==> src/rtl/mm2im_pkg.sv <==
// Shared definitions for the mm2im output path: omap entry layout, FSM states
// and field extractors.
package mm2im_pkg;

   localparam int OMAP_W = 14;
   localparam int BANK_W = 4;
   localparam int ADDR_W = 10;

   // Mapper marker for "no destination"; cmap still decides whether a column is written.
   localparam logic [OMAP_W-1:0] OMAP_INVALID = 14'h3FFF;

   typedef enum logic [1:0] {
      IDLE,
      RUN,
      DRAIN
   } state_t;

   function automatic logic [BANK_W-1:0] omap_bank(input logic [OMAP_W-1:0] e);
      return e[OMAP_W-1 -: BANK_W];
   endfunction

   function automatic logic [ADDR_W-1:0] omap_addr(input logic [OMAP_W-1:0] e);
      return e[ADDR_W-1:0];
   endfunction

endpackage

==> src/rtl/mm2im_sat_add.sv <==
// Signed accumulate: sign-extends psum, adds at ACC_W+1 bits and clamps to the
// ACC_W signed range. ovf is high whenever a clamp was applied.
module mm2im_sat_add #(
   parameter int PSUM_W = 16,
   parameter int ACC_W  = 24
) (
   input  logic [ACC_W-1:0]  acc,
   input  logic [PSUM_W-1:0] psum,
   output logic [ACC_W-1:0]  sum,
   output logic              ovf
);

   logic [ACC_W:0] wide;

   // One guard bit: the top two bits disagree exactly when the result left range.
   always_comb begin
      wide = {acc[ACC_W-1], acc} + {{(ACC_W+1-PSUM_W){psum[PSUM_W-1]}}, psum};
      ovf  = wide[ACC_W] ^ wide[ACC_W-1];
      sum  = wide[ACC_W-1:0];
      if (ovf)
         sum = wide[ACC_W] ? {1'b1, {(ACC_W-1){1'b0}}} : {1'b0, {(ACC_W-1){1'b1}}};
   end

endmodule

==> src/rtl/mm2im_out_accumulator.sv <==
// Serialises one mapper snapshot (NUM_PE columns) into read-modify-write cycles
// on the banked output BRAM. Read in cycle c, write in c+1; a read that hits the
// address being written in the same cycle takes the written value instead of
// the stale BRAM data. Fixed 18-cycle latency from acceptance to done.
module mm2im_out_accumulator
   import mm2im_pkg::*;
#(
   parameter int NUM_PE = 16,
   parameter int PSUM_W = 16,
   parameter int ACC_W  = 24
) (
   input  logic                       clk,
   input  logic                       rst_n,
   input  logic                       start,
   input  logic                       init,
   input  logic [NUM_PE-1:0]          cmap,
   input  logic [NUM_PE*OMAP_W-1:0]   omap_flat,
   input  logic [NUM_PE*PSUM_W-1:0]   psum_flat,
   output logic                       in_ready,
   output logic                       rd_en,
   output logic [BANK_W-1:0]          rd_bank,
   output logic [ADDR_W-1:0]          rd_addr,
   input  logic [ACC_W-1:0]           rd_data,
   output logic                       wr_en,
   output logic [BANK_W-1:0]          wr_bank,
   output logic [ADDR_W-1:0]          wr_addr,
   output logic [ACC_W-1:0]           wr_data,
   output logic                       done,
   output logic                       sat_flag
);

   localparam int IDX_W = $clog2(NUM_PE);

   state_t state, state_nxt;
   logic [IDX_W-1:0] idx;

   // snapshot captured at acceptance
   logic [NUM_PE-1:0]             cmap_q;
   logic [NUM_PE-1:0][OMAP_W-1:0] omap_q;
   logic [NUM_PE-1:0][PSUM_W-1:0] psum_q;
   logic                          init_q;

   // read stage (current column)
   logic              col_act, fwd_hit;
   logic [BANK_W-1:0] cur_bank;
   logic [ADDR_W-1:0] cur_addr;

   // write stage (column read one cycle earlier)
   logic              w_vld, w_init, w_fwd;
   logic [BANK_W-1:0] w_bank;
   logic [ADDR_W-1:0] w_addr;
   logic [PSUM_W-1:0] w_psum;
   logic [ACC_W-1:0]  w_fwd_data;

   logic [ACC_W-1:0]  acc_in, sum_sat, psum_ext;
   logic              ovf;

   // Next-state and ready; the timeline is fixed so only idx steers RUN->DRAIN.
   always_comb begin
      state_nxt = state;
      in_ready  = 1'b0;
      case (state)
         IDLE: begin
            in_ready = 1'b1;
            if (start) state_nxt = RUN;
         end
         RUN:     if (idx == IDX_W'(NUM_PE-1)) state_nxt = DRAIN;
         DRAIN:   state_nxt = IDLE;
         default: state_nxt = IDLE;
      endcase
   end

   // Read stage: decode the current column and detect a same-cycle write hit.
   always_comb begin
      col_act  = (state == RUN) && cmap_q[idx];
      cur_bank = omap_bank(omap_q[idx]);
      cur_addr = omap_addr(omap_q[idx]);
      rd_en    = col_act && !init_q;
      rd_bank  = rd_en ? cur_bank : '0;
      rd_addr  = rd_en ? cur_addr : '0;
      fwd_hit  = rd_en && w_vld && (cur_bank == w_bank) && (cur_addr == w_addr);
   end

   assign acc_in   = w_fwd ? w_fwd_data : rd_data;
   assign psum_ext = {{(ACC_W-PSUM_W){w_psum[PSUM_W-1]}}, w_psum};

   mm2im_sat_add #(.PSUM_W(PSUM_W), .ACC_W(ACC_W)) u_sat_add (
      .acc  (acc_in),
      .psum (w_psum),
      .sum  (sum_sat),
      .ovf  (ovf)
   );

   // Write stage outputs; everything reads zero while the stage is empty.
   always_comb begin
      wr_en   = w_vld;
      wr_bank = w_vld ? w_bank : '0;
      wr_addr = w_vld ? w_addr : '0;
      wr_data = '0;
      if (w_vld) wr_data = w_init ? psum_ext : sum_sat;
   end

   // Control state: FSM, column counter, write-stage valid, done and sticky saturation.
   always_ff @(posedge clk) begin
      if (!rst_n) begin
         state    <= IDLE;
         idx      <= '0;
         w_vld    <= 1'b0;
         done     <= 1'b0;
         sat_flag <= 1'b0;
      end else begin
         state <= state_nxt;
         idx   <= (state == RUN) ? idx + IDX_W'(1) : '0;
         w_vld <= col_act;
         done  <= (state == DRAIN);
         if (w_vld && !w_init && ovf) sat_flag <= 1'b1;
      end
   end

   // Datapath registers: snapshot capture and the read->write pipeline payload.
   always_ff @(posedge clk) begin
      if (start && in_ready) begin
         cmap_q <= cmap;
         omap_q <= omap_flat;
         psum_q <= psum_flat;
         init_q <= init;
      end
      w_bank     <= cur_bank;
      w_addr     <= cur_addr;
      w_psum     <= psum_q[idx];
      w_init     <= init_q;
      w_fwd      <= fwd_hit;
      w_fwd_data <= wr_data;
   end

endmodule

==> config.mk <==
export PLATFORM = sky130hd
export DESIGN_NAME = mm2im_out_accumulator
export DESIGN_NICKNAME = d
export VERILOG_FILES = /design/src/rtl/mm2im_pkg.sv /design/src/rtl/mm2im_sat_add.sv /design/src/rtl/mm2im_out_accumulator.sv
export SDC_FILE = /design/constraint.sdc
export NUM_CORES = 1
export LEC_CHECK = 0
export CAP_MARGIN = 15
export CORE_ASPECT_RATIO = 1.25
export CORE_MARGIN = 3
export CORE_UTILIZATION = 40
export CTS_CLUSTER_DIAMETER = 120
export CTS_CLUSTER_SIZE = 24
export DETAILED_ROUTE_END_ITERATION = 8
export PLACE_DENSITY = 0.72
export SYNTH_ARGS = -nofsm -noshare
export SYNTH_HDL_FRONTEND = slang
export SYNTH_SLANG_ARGS = --single-unit
==> constraint.sdc <==
create_clock -name clk -period 17.67 [get_ports clk]
set_clock_uncertainty 0.1 [all_clocks]
set_input_delay 4.4175 -clock clk [delete_from_list [all_inputs] [get_ports clk]]
set_output_delay 4.4175 -clock clk [all_outputs]
set_load 0.03 [all_outputs]
Yosys cells after proc, flatten, opt, wreduce, memory -nomap -nowiden
Index checks and enable logic that the tools add are counted.
{ "word_totals": {"register_bits": 562, "in_bits": 524, "output_inout_bits": 57, "wordCells": 88} }
{ "op_classes": {"addsub": 2, "order_cmp": 1, "n_eq_ne": 7, "mux": 19, "n_bitwise": 1, "reduce_logical": 13} }
{ "op_table": {"columns": ["cell", "count"], "rows": [
  ["$mux W24", 5],
  ["$bmux W16 S4", 1],
  ["$bmux W14 S4", 1],
  ["$add A24 B16 Y25", 1],
  ["$mux W10", 2],
  ["$mux W16", 1],
  ["$mux W14", 1],
  ["$eq A10 B10 Y1", 1],
  ["$logic_and A1 B1 Y1", 8],
  ["$mux W4", 2],
  ["$lt A4 B5 Y1 const B", 1],
  ["$add A4 B1 Y4 const B", 1],
  ["$bmux W1 S4", 1],
  ["$eq A4 B4 Y1", 1],
  ["$eq A4 B4 Y1 const B", 1],
  ["$mux W2", 2],
  ["$ne A2 B2 Y1 const B", 2],
  ["$pmux W2 S2", 1],
  ["$reduce_and A2 Y1", 2],
  ["$eq A2 B1 Y1 const B", 1],
  ["$eq A2 B2 Y1 const B", 1],
  ["$logic_not A1 Y1", 2],
  ["$logic_not A2 Y1", 1],
  ["$mux W1", 2],
  ["$xor A1 B1 Y1", 1]
]} }

Logic depth before layout (Yosys ltp)
Gate-level depths: netlist of the first run.
{ "depth": {"depth_word": 7, "mapped_depth": 14, "mapped_depth_nobuf": 10} }

By module
A second synthesis of the first run with hierarchy kept.
{ "unflattened": {"hier_cells": 1291, "hier_area_um2": 23421.2} }
{ "modules_own_cells": {"columns": ["mod", "instances", "cells_per_inst", "area_per_inst_um2", "seq_area_each_um2"], "rows": [
  ["mm2im_out_accumulator", 1, 1042, 21724.6, 16225.6],
  ["mm2im_sat_add", 1, 249, 1696.6, 0.0]
]} }

Worst setup path before layout of the first run
No wires, ideal clock.
{ "synth_timing": {"path_kind": "input to register", "start": "in start", "end": "reg cmap_q[0], enable pin", "setup_ps": 924, "t_arrival_ps": 15575, "t_required_ps": 16646, "slack_ps": 1072, "path_stages": 1, "path_buffers": 0, "cell_sequence": "and2_1"} }
{ "synth_via": {"elab_chain_cells": 1} }
{ "synth_rtl": {"columns": ["item", "line", "rtl"], "rows": [
  ["from (decl)", "mm2im_out_accumulator.sv:14", "input logic start,"],
  ["$logic_and A1 B1 Y1", "mm2im_out_accumulator.sv:122", "if (start && in_ready) begin"],
  ["to (signal assigned)", "mm2im_out_accumulator.sv:123", "cmap_q <= cmap;"],
  ["to (decl)", "mm2im_out_accumulator.sv:38", "logic [NUM_PE-1:0] cmap_q;"]
]} }
Every way passes these cells.
A chain may end at the register's enable or synchronous reset.

Worst setup path in the final report of the first run
{ "layout_timing": {"start": "in rd_data[0]", "end": "out wr_data[22]"} }
{ "layout_via": {"elab_chain_cells": 6, "word_cells_on_any_way": 7, "classes_between": "1 x add/sub; 5 x mux; 1 x bitwise"} }
{ "layout_rtl": {"columns": ["item", "line", "rtl"], "rows": [
  ["from (decl)", "mm2im_out_accumulator.sv:23", "input logic [ACC_W-1:0] rd_data,"],
  ["$mux W24 *", "mm2im_out_accumulator.sv:84", "assign acc_in = w_fwd ? w_fwd_data : rd_data;"],
  ["$add A24 B16 Y25 *", "mm2im_sat_add.sv:17", "wide = {acc[ACC_W-1], acc} + {{(ACC_W+1-PSUM_W){psum[PSUM_W-1]}}, psum};"],
  ["$mux W24 / $xor A1 B1 Y1 (equally long branches)", "mm2im_sat_add.sv:21, mm2im_sat_add.sv:18", null],
  ["$mux W24 *", "mm2im_sat_add.sv:20", "if (ovf)"],
  ["$mux W24 * (2 in a row)", "mm2im_out_accumulator.sv:100", "if (w_vld) wr_data = w_init ? psum_ext : sum_sat;"],
  ["to (decl)", "mm2im_out_accumulator.sv:27", "output logic [ACC_W-1:0] wr_data,"]
]} }
Mark *: on every way between the ends. The rest lies on a longest branch, timed or not.

==> flow_metrics.env, run 1 <==
export IMPL_status="completed"
export IMPL_whs_path_depth=0
export IMPL_ant_nets=0
export IMPL_gr_total_overflow=0
export IMPL_yosysWarnings=0
export IMPL_cts_sinks=562
export IMPL_swShare=0.223
export IMPL_die_width_um=218
export IMPL_htree_levels=1
export IMPL_drive_above_1_share=0.126
export IMPL_die_height_um=271
export IMPL_ys_ff_latch=562
export IMPL_ioPinCount=581
export IMPL_wire_per_inst_um=25.2
export IMPL_synth_xor_area_share=0.0148
export IMPL_rsz0062_at_grt="no"
export IMPL_post_dp_hpwl_mm=47.4
export IMPL_worstPathArrival_ns=8.81
export IMPL_power_frac_seq=0.600
export IMPL_worst_path_buf_inv=2
export IMPL_slowest_delay_ns=0.95
export IMPL_synth_nets=1706
export IMPL_clk_latency_ns=0.59
export IMPL_slew_viol_final=0
export IMPL_period_share=0.754
export IMPL_post_synth_top_count_cell="edfxtp_1"
export IMPL_syn_avg_cell_area_um2=19.4
export IMPL_synthMuxAreaShare=0.171
export IMPL_leakage_nw=9.77
export IMPL_hold_slack_ns=0.333
export IMPL_vias=12900
export IMPL_first_global_vias=13900
export IMPL_synthAdderAreaFrac=0.0148
export IMPL_final_util=0.540
export IMPL_cp_required_ns=13.15
export IMPL_io_buffer_count=580
export IMPL_synthSimpleGateAreaFrac=0.0298
export IMPL_cp_depth=12
export IMPL_max_freq_mhz=75.0
export IMPL_cp_common_cell="clkdlybuf4s50_1"
export IMPL_ys_flop_type="edfxtp_1"
export IMPL_area_delta_synth_final_pct=32.9
export IMPL_critPathKind="in -> out"
export IMPL_max_cap_violations=0
export IMPL_root_buffer="clkbuf_16"
export IMPL_synthTopCellsByCount="edfxtp_1 (497), mux4_2 (134), dfxtp_1 (65)"
export IMPL_critical_path_slowest_cell="a311oi_1"
export IMPL_async_flop_share=0
export IMPL_pwr_share_comb=0.132
export IMPL_synth_top_area_frac=0.664
export IMPL_start_util=0.407
export IMPL_slew_headroom=0.209
export IMPL_fill_cells=4347
export IMPL_synth_area_um2=22500
export IMPL_yosys_top_cells_area="edfxtp_1 (66%), mux4_2 (13%), dfxtp_1 (5.8%), mux2_2 (1.9%), ha_1 (1.4%)"
export IMPL_end_kind="output port"
export IMPL_crit_fanout=7
export IMPL_cp_top_family="compound AO/OA/AOI/OAI gates"
export IMPL_netlist_cell_type_count=57
export IMPL_cts_buffers_inserted=27
export IMPL_path_cells="clkdlybuf4s50_1 > mux2_2 > ha_1 > fa_1 > a211oi_1 > o211ai_1 > a21o_1 > o21ai_0 > nand3_1 > a311oi_1 > a21oi_1 > clkdlybuf4s50_1"
export IMPL_nNetsFinal=2272
export IMPL_grt_pass1_wl_mm=89.6
export IMPL_hold_class="reg -> reg"
export IMPL_power_internal_mw=2.02
export IMPL_post_cts_buffers=0
export IMPL_post_cts_resized=0
export IMPL_synth_top_family_by_area="multiplexers"
export IMPL_synth_top_area_cell="edfxtp_1"
export IMPL_rr_worst_depth=10
export IMPL_path_clk_slew_ns=0.10
export IMPL_cts_tree="yes"
export IMPL_drt_iter0_markers=804
export IMPL_synthCells=1156
export IMPL_synth_seq_area_share=0.722
export IMPL_grt_antenna_before_repair=22
export IMPL_finalSetupViolCount=0
export IMPL_period_needed_ns=13.33
export IMPL_power_switching_mw=0.579
export IMPL_startpoint_type="primary input"
export IMPL_worst_slew_pin_slew_ns=1.19
export IMPL_coreArea_um2=55300
export IMPL_std_cell_rows=96
export IMPL_clock_path_buffers=3
export IMPL_wl_mm=62.8
export IMPL_gp_congestion=0.852
export IMPL_drc_errors=0
export IMPL_die_area_um2=59100
export IMPL_hold_viol=0
export IMPL_ir_worst_vdd_uv=93.1
export IMPL_synth_compound_area_frac=0.0316
export IMPL_cts_hold_fix_buffers=0
export IMPL_track_usage=0.207
export IMPL_powerDensity_nw_per_um2=87.0
export IMPL_drt_vias_per_instance=5.18
export IMPL_grt_max_degree=191
export IMPL_synth_edf_count=497
export IMPL_first_pass_iters=5
export IMPL_setup_tns_ns=0
export IMPL_clkPwrFrac=0.268
==> worst reg2reg max path, cell delays in order, from the launching register on <==
cell and delay, ns:
dfxtp_1 1.02, mux2_2 0.43, ha_1 0.24, fa_1 0.47, a211oi_1 0.31, o211ai_1 0.13
a21o_1 0.23, o21ai_0 0.35, nand3_1 0.20, a311oi_1 0.95, a21oi_1 0.14
==> registers in the layout, indices dropped and copies added, names as in the netlist <==
name,flops
psum_q,256
state,2
wr_en,1
done,1
w_init,1
w_bank,4
init_q,1
omap_q,224
idx,4
cmap_q,16
w_fwd,1
w_psum,16
w_fwd_data,24
w_addr,10
sat_flag,1
==> layout by cell type, fill, tap and decap left out, types with 3 or more instances in the layout <==
cell | synthesis | layout
a211oi_1 | 14 | 14
a21o_1 | 5 | 5
a21oi_1 | 32 | 32
a31oi_1 | 5 | 5
and2_1 | 17 | 16
buf_4 | 3 | 7
clkbuf_1 | 26 | 20
clkbuf_16 | 0 | 27
clkdlybuf4s50_1 | 0 | 580
dfxtp_1 | 65 | 61
dfxtp_4 | 0 | 4
diode_2 | 0 | 17
edfxtp_1 | 497 | 497
ha_1 | 25 | 25
inv_1 | 24 | 24
mux2_2 | 38 | 38
mux2i_1 | 21 | 20
mux4_1 | 7 | 7
mux4_2 | 134 | 134
nand2_1 | 30 | 30
nand2b_1 | 6 | 6
nand3_1 | 7 | 7
nand4_1 | 6 | 6
nor2_1 | 50 | 50
nor3_1 | 6 | 6
nor4_1 | 3 | 3
o211ai_1 | 8 | 8
o21ai_0 | 26 | 26
o21ai_1 | 5 | 5
o22ai_1 | 5 | 5
xnor2_1 | 21 | 21
xor2_1 | 17 | 17
==> power groups by stage <==
stage	clock network, mW	registers, mW	logic, mW
after floorplan	0	1.61	0.170
final	0.695	1.56	0.343
after CTS	0.720	1.56	0.346
after detailed placement	0	1.59	0.343
after global placement	0	1.59	0.339
after global routing	0.762	1.57	0.369
==> final timing paths <==
kind | slack [ns] | startpoint | end
hold / removal | 0.33 | init_q | w_init
setup reg to reg | 12.91 | w_fwd | w_fwd_data[19]
hold reg to reg | 0.33 | init_q | w_init
setup / recovery | 4.34 | rd_data[0] | wr_data[22]
==> area by class of cell <==
type,instances,area [um^2],area share
Sequential cell,562,16200,0.544
Timing Repair Buffer,590,5910,0.198
Multi-Input combinational cell,517,5890,0.197
Tap cell,735,920,0.0308
Clock buffer,47,751,0.0251
Inverter,24,90.1,0.00302
Antenna cell,17,42.5,0.00142
Clock inverter,2,17.5,0.000587
==> routing by layer <==
metal / wire length, um / track usage / up-vias
met5: 57 / 0 / -
met4: 1590 / 0.0685 / 10
met3: 5320 / 0.0593 / 76
met2: 33800 / 0.377 / 499
met1: 22000 / 0.230 / 6495
li1: - / - / 5830
==> logic make-up after synthesis <==
logic type / Yosys count
AO/OA/AOI/OAI: 115
XOR/XNOR: 38
adder cells (fa/ha/maj): 26
buffers and inverters: 77
flip-flops: 562
multiplexers: 200
AND/OR/NAND/NOR: 138
==> stage by stage <==
step / area [um^2] / setup WS, ns / instances / power [mW]
finish: 29900 / 4.34 / 2494 / 2.60
global route: 29900 / 4.07 / 2493 / 2.70
CTS: 29800 / 4.18 / 2476 / 2.63
detailed placement: 29000 / 4.21 / 2427 / 1.93
global placement: 29000 / 4.38 / 2427 / 1.93
floorplan: 22500 / 1.07 / 1156 / 1.78
No activity file was read; power rests on OpenSTA's default activity.
==> inputs of run 2 (changes only) <==
- PLACE_DENSITY: 0.72 -> 0.74
- clock period: 17.67 -> 11.3 ns (I/O delays scaled with it)
==> run 2 against run 1 <==
  * Total power rose by 56%
  * Die area did not move
  * Sequential power rose by 56%
  * Sequential cell count did not move
  * Design area hardly changed
  * Core utilization about the same
  * Hold slack lost 0.028 ns
  * Global-route usage is 0.12 points lower
  * First-iteration DRC count up 37%
  * Clock power is 55% higher
==> flow_metrics.env, run 2 (synthesis results as in run 1) <==
export IMPL_hold_viol=0
export IMPL_die_area_um2=59100
export IMPL_drive_above_1_share=0.128
export IMPL_grt_pass1_wl_mm=89.4
export IMPL_cts_buffers_inserted=27
export IMPL_worst_hold_startpoint="init_q"
export IMPL_final_cells=2497
export IMPL_root_buffer="clkbuf_16"
export IMPL_wire_per_inst_um=25.0
export IMPL_whs_path_depth=0
export IMPL_end_kind="output port"
export IMPL_leakage_nw=9.79
export IMPL_regMostFlops="psum_q"
export IMPL_first_global_vias=13900
export IMPL_final_util=0.541
export IMPL_drt_vias_per_instance=5.21
export IMPL_status="completed"
export IMPL_wl_mm=62.3
export IMPL_swShare=0.222
export IMPL_cts_tree="yes"
export IMPL_total_power_mw=4.06
export IMPL_setup_tns_ns=0
export IMPL_path_clk_slew_ns=0.10
export IMPL_first_pass_iters=5
export IMPL_grt_max_degree=168
export IMPL_coreArea_um2=55300
export IMPL_drc_errors=0
export IMPL_rsz0062_at_grt="no"
export IMPL_drt_iter0_markers=1098
export IMPL_clock_path_buffers=3
export IMPL_start_util=0.407
export IMPL_die_width_um=218
export IMPL_slew_headroom=0.270
export IMPL_pwr_share_comb=0.133
export IMPL_hold_slack_ns=0.305
export IMPL_slew_viol_final=0
export IMPL_final_cell_mix="clkdlybuf4s50_1 (580), edfxtp_1 (497), mux4_2 (134), dfxtp_1 (61), nor2_1 (50)"
export IMPL_ioPinCount=581
export IMPL_cts_hold_fix_buffers=0
export IMPL_track_usage=0.205
export IMPL_startpoint_type="primary input"
export IMPL_period_needed_ns=10.27
export IMPL_final_common_cell="clkdlybuf4s50_1"
export IMPL_vias=13000
export IMPL_power_frac_seq=0.600
export IMPL_cts_sinks=562
export IMPL_area_delta_synth_final_pct=32.9
export IMPL_grt_antenna_before_repair=22
export IMPL_clk_latency_ns=0.58
export IMPL_r2r_slack_ns=6.85
export IMPL_io_buffer_count=580
export IMPL_post_cts_resized=0
export IMPL_die_height_um=271
export IMPL_ir_worst_vdd_uv=158
export IMPL_dp_cells=2433
export IMPL_post_dp_hpwl_mm=47.2
export IMPL_worstSetupStartpoint="rd_data[0]"
export IMPL_largest_register_ffs=256
export IMPL_std_cell_rows=96
export IMPL_ant_nets=0
export IMPL_gr_total_overflow=0
export IMPL_gp_congestion=0.885
export IMPL_worstPathArrival_ns=7.35
export IMPL_period_share=0.909
export IMPL_critPathKind="in -> out"
export IMPL_max_cap_violations=0
export IMPL_post_cts_buffers=0
export IMPL_crit_fanout=7
export IMPL_power_internal_mw=3.16
export IMPL_max_freq_mhz=97.4
export IMPL_reg_largest_list="psum_q (256), omap_q (224), w_fwd_data (24)"
export IMPL_powerDensity_nw_per_um2=136
export IMPL_clkPwrFrac=0.267
export IMPL_worst_slew_pin_slew_ns=1.09
export IMPL_rr_startpoint="w_fwd"
export IMPL_htree_levels=1
export IMPL_hold_class="reg -> reg"
export IMPL_power_switching_mw=0.902
export IMPL_nNetsFinal=2277
export IMPL_cp_required_ns=8.38
export IMPL_finalSetupViolCount=0
export IMPL_rr_worst_depth=11
[run 2: cell count changes in the layout (fill, tap and decap cells not counted), sizes merged]
cell   before  now
diode      17   15
buf        10   15
[run 2: worst paths after layout]
kind,to
worst max-delay path,wr_data[22]
worst min-delay path,w_init
worst max register to register,w_fwd_data[22]
worst min register to register,w_init
[run 2: final cells by class]
type | instances | area [um^2]
Inverter | 24 | 90.1
Clock inverter | 2 | 17.5
Multi-Input combinational cell | 517 | 5890
Sequential cell | 562 | 16200
Clock buffer | 47 | 751
Timing Repair Buffer | 595 | 5930
Antenna cell | 15 | 37.5
Tap cell | 735 | 920
Fill cell | 4361 | 25400
[run 2: through the flow]
step	setup WS, ns	area [um^2]
floorplan	1.89	22500
finish	1.03	29900
CTS	1.15	29800
global route	0.764	29900
detailed placement	1.18	29100
global placement	1.32	29100
[run 2: power by group through the flow]
stage	sequential (mW)	clock (mW)	combinational (mW)
floorplan	2.49	0	0.266
CTS	2.44	1.12	0.544
detailed placement	2.48	0	0.541
global placement	2.47	0	0.532
global route	2.45	1.19	0.579
finish	2.44	1.08	0.539
[run 2: routing by layer]
layer,vias up,track usage,wire [um]
met5,-,0,91
met4,14,0.0668,1790
met3,94,0.0579,5220
met2,542,0.370,33200
met1,6526,0.235,22000
li1,5824,-,-
[run 2: critical path, cell delays in order]
cell and delay, ns:
clkdlybuf4s50_1 0.40, mux2_2 0.27, ha_1 0.23, fa_1 0.46
a211oi_1 0.31, o211ai_1 0.13, a21o_1 0.23, o21ai_0 0.41
nand3_1 0.23, a311oi_1 0.97, a21oi_1 0.17, clkdlybuf4s50_1 0.71
==> inputs of run 3 (changes only) <==
- ABC_AREA: default -> 1
- CTS_CLUSTER_DIAMETER: 120 -> default
==> run 3 against run 2 <==
  * Total power is 20% higher
  * Wire length is 24% higher
  * Critical path type unchanged
  * First-iteration DRC count is 47% higher
  * Non-clock buffer count is 4 higher
  * Clock power is 68% higher
  * Largest cell class unchanged
  * Final cell count is 38% higher
  * Register-to-register slack better by 0.51 ns
  * Critical endpoint is now wr_data[16]
  * Global-route usage is 3.5 points higher
==> flow_metrics.env, run 3 <==
export IMPL_grt_max_degree=145
export IMPL_hold_viol=0
export IMPL_htree_levels=2
export IMPL_ys_ff_latch=562
export IMPL_post_cts_resized=0
export IMPL_setup_tns_ns=0
export IMPL_finalSetupViolCount=0
export IMPL_first_pass_iters=5
export IMPL_rsz0062_at_grt="no"
export IMPL_reg_largest_list="psum_q (256), omap_q (224), w_fwd_data (24)"
export IMPL_powerDensity_nw_per_um2=154
export IMPL_period_share=0.834
export IMPL_yosysWarnings=0
export IMPL_startpoint_type="primary input"
export IMPL_worst_slew_pin_slew_ns=1.10
export IMPL_ioPinCount=581
export IMPL_gp_congestion=0.865
export IMPL_root_buffer="clkbuf_16"
export IMPL_area_delta_synth_final_pct=34.9
export IMPL_wire_per_inst_um=22.6
export IMPL_total_power_mw=4.88
export IMPL_status="completed"
export IMPL_drt_vias_per_instance=5.29
export IMPL_final_cells=3439
export IMPL_synth_nets=2624
export IMPL_wl_mm=77.6
export IMPL_slew_viol_final=0
export IMPL_die_width_um=223
export IMPL_syn_avg_cell_area_um2=11.4
export IMPL_ir_worst_vdd_uv=147
export IMPL_std_cell_rows=98
export IMPL_synthTopCellsByCount="edfxtp_1 (497), nor2_1 (400), nand2_1 (291)"
export IMPL_gr_total_overflow=0
export IMPL_clk_latency_ns=0.62
export IMPL_cts_tree="yes"
export IMPL_final_common_cell="clkdlybuf4s50_1"
export IMPL_largest_register_ffs=256
export IMPL_io_buffer_count=580
export IMPL_crit_fanout=12
export IMPL_max_freq_mhz=106
export IMPL_path_clk_slew_ns=0.06
export IMPL_end_kind="output port"
export IMPL_nNetsFinal=3173
export IMPL_regMostFlops="psum_q"
export IMPL_drive_above_1_share=0.0667
export IMPL_finalWorstSetupSlack_ns=1.88
export IMPL_period_needed_ns=9.42
export IMPL_drt_iter0_markers=1611
export IMPL_drc_errors=0
export IMPL_synthCells=2074
export IMPL_post_dp_hpwl_mm=56.1
export IMPL_synth_top_area_cell="edfxtp_1"
export IMPL_ant_nets=0
export IMPL_async_flop_share=0
export IMPL_cts_hold_fix_buffers=0
export IMPL_grt_antenna_before_repair=30
export IMPL_max_cap_violations=0
export IMPL_critPathKind="in -> out"
export IMPL_cts_buffers_inserted=55
export IMPL_post_synth_top_count_cell="edfxtp_1"
export IMPL_hold_class="reg -> reg"
export IMPL_synth_edf_count=497
export IMPL_cts_sinks=562
export IMPL_cp_required_ns=8.38
export IMPL_synth_area_um2=23600
export IMPL_worstPathArrival_ns=6.50
export IMPL_clock_path_buffers=3
export IMPL_die_height_um=277
export IMPL_track_usage=0.241
export IMPL_first_global_vias=18200
export IMPL_synth_top_area_frac=0.634
export IMPL_die_area_um2=61900
export IMPL_slew_headroom=0.267
export IMPL_coreArea_um2=57800
export IMPL_dpl_worst_slack_ns=1.91
export IMPL_yosys_top_cells_area="edfxtp_1 (63%), nor2_1 (6.4%), dfxtp_1 (5.5%), o21ai_0 (5.0%), nand2_1 (4.6%)"
export IMPL_leakage_nw=11.7
export IMPL_start_util=0.408
export IMPL_final_cell_mix="clkdlybuf4s50_1 (580), edfxtp_1 (497), nor2_1 (399), nand2_1 (291), o21ai_0 (234)"
export IMPL_netlist_cell_type_count=41
export IMPL_vias=18200
export IMPL_synth_seq_area_share=0.689
export IMPL_grt_pass1_wl_mm=113
export IMPL_post_cts_buffers=0
export IMPL_fill_cells=4782
export IMPL_ys_flop_type="edfxtp_1"
export IMPL_dp_cells=3315
-- run 3: through the flow --
| stage | util | instance area (um^2) | hold slack (ns) |
|---|---|---|---|
| after floorplan | - | 23600 | 0.249 |
| after global placement | 0.518 | 29900 | 0.343 |
| after detailed placement | 0.518 | 29900 | 0.338 |
| after CTS | 0.549 | 31700 | 0.354 |
| after global routing | 0.550 | 31800 | 0.399 |
| final | 0.550 | 31800 | 0.349 |
-- run 3: kinds of logic after synthesis --
group / count (synthesis) / synth area share
buffers and inverters: 212 / 0.0400
AO/OA/AOI/OAI: 422 / 0.0998
AND/OR/NAND/NOR: 812 / 0.140
multiplexers: 24 / 0.0115
XOR/XNOR: 16 / 0.00595
flip-flops: 562 / 0.689
adder cells (fa/ha/maj): 26 / 0.0141
-- run 3: cell type report --
cell class                 instances  area [um^2]  share of cell area
antenna                           22         55.1             0.00173
clock buffer                      64         1430              0.0450
clock inverter                    37          333              0.0105
inverter                         105          407              0.0128
multi-input combinational       1300         6390               0.201
sequential                       562        16200               0.511
tap                              750          938              0.0295
timing repair buffer             599         5980               0.188
-- run 3: critical path: stages --
cell and delay, ns:
clkdlybuf4s50_1 0.39, mux2_2 0.26, ha_1 0.24, fa_1 0.42, nand2_1 0.10, nand2_1 0.10, nand3_1 0.11, nand2_2 0.10
nand2_1 0.13, nand3_2 0.09, nand2_1 0.07, nand2_1 0.07, nand2_2 0.12, nor2_2 0.06, inv_2 0.24, nand2_1 0.21
a21oi_1 0.24, clkdlybuf4s50_1 0.71
-- run 3: layer usage --
metal  track usage  share of wire
met2         0.423           0.52
met4        0.0881          0.032
met1         0.288           0.37
met3        0.0558          0.082
met5             0        0.00061
-- run 3: worst paths after layout --
path	from	to	slack (ns)	cells past startpoint
worst max-delay path	rd_data[0]	wr_data[16]	1.88	18
worst min-delay path	state[0]	done	0.35	1
worst max register to register	idx[0]	w_fwd	7.36	12
worst min register to register	state[0]	done	0.35	1
-- run 3: report_power, final --
part / total, mW / internal, mW / switching, mW
combinational: 0.605 / 0.278 / 0.326
sequential: 2.46 / 2.42 / 0.0487
clock: 1.81 / 1.01 / 0.808
total: 4.88 / 3.70 / 1.18
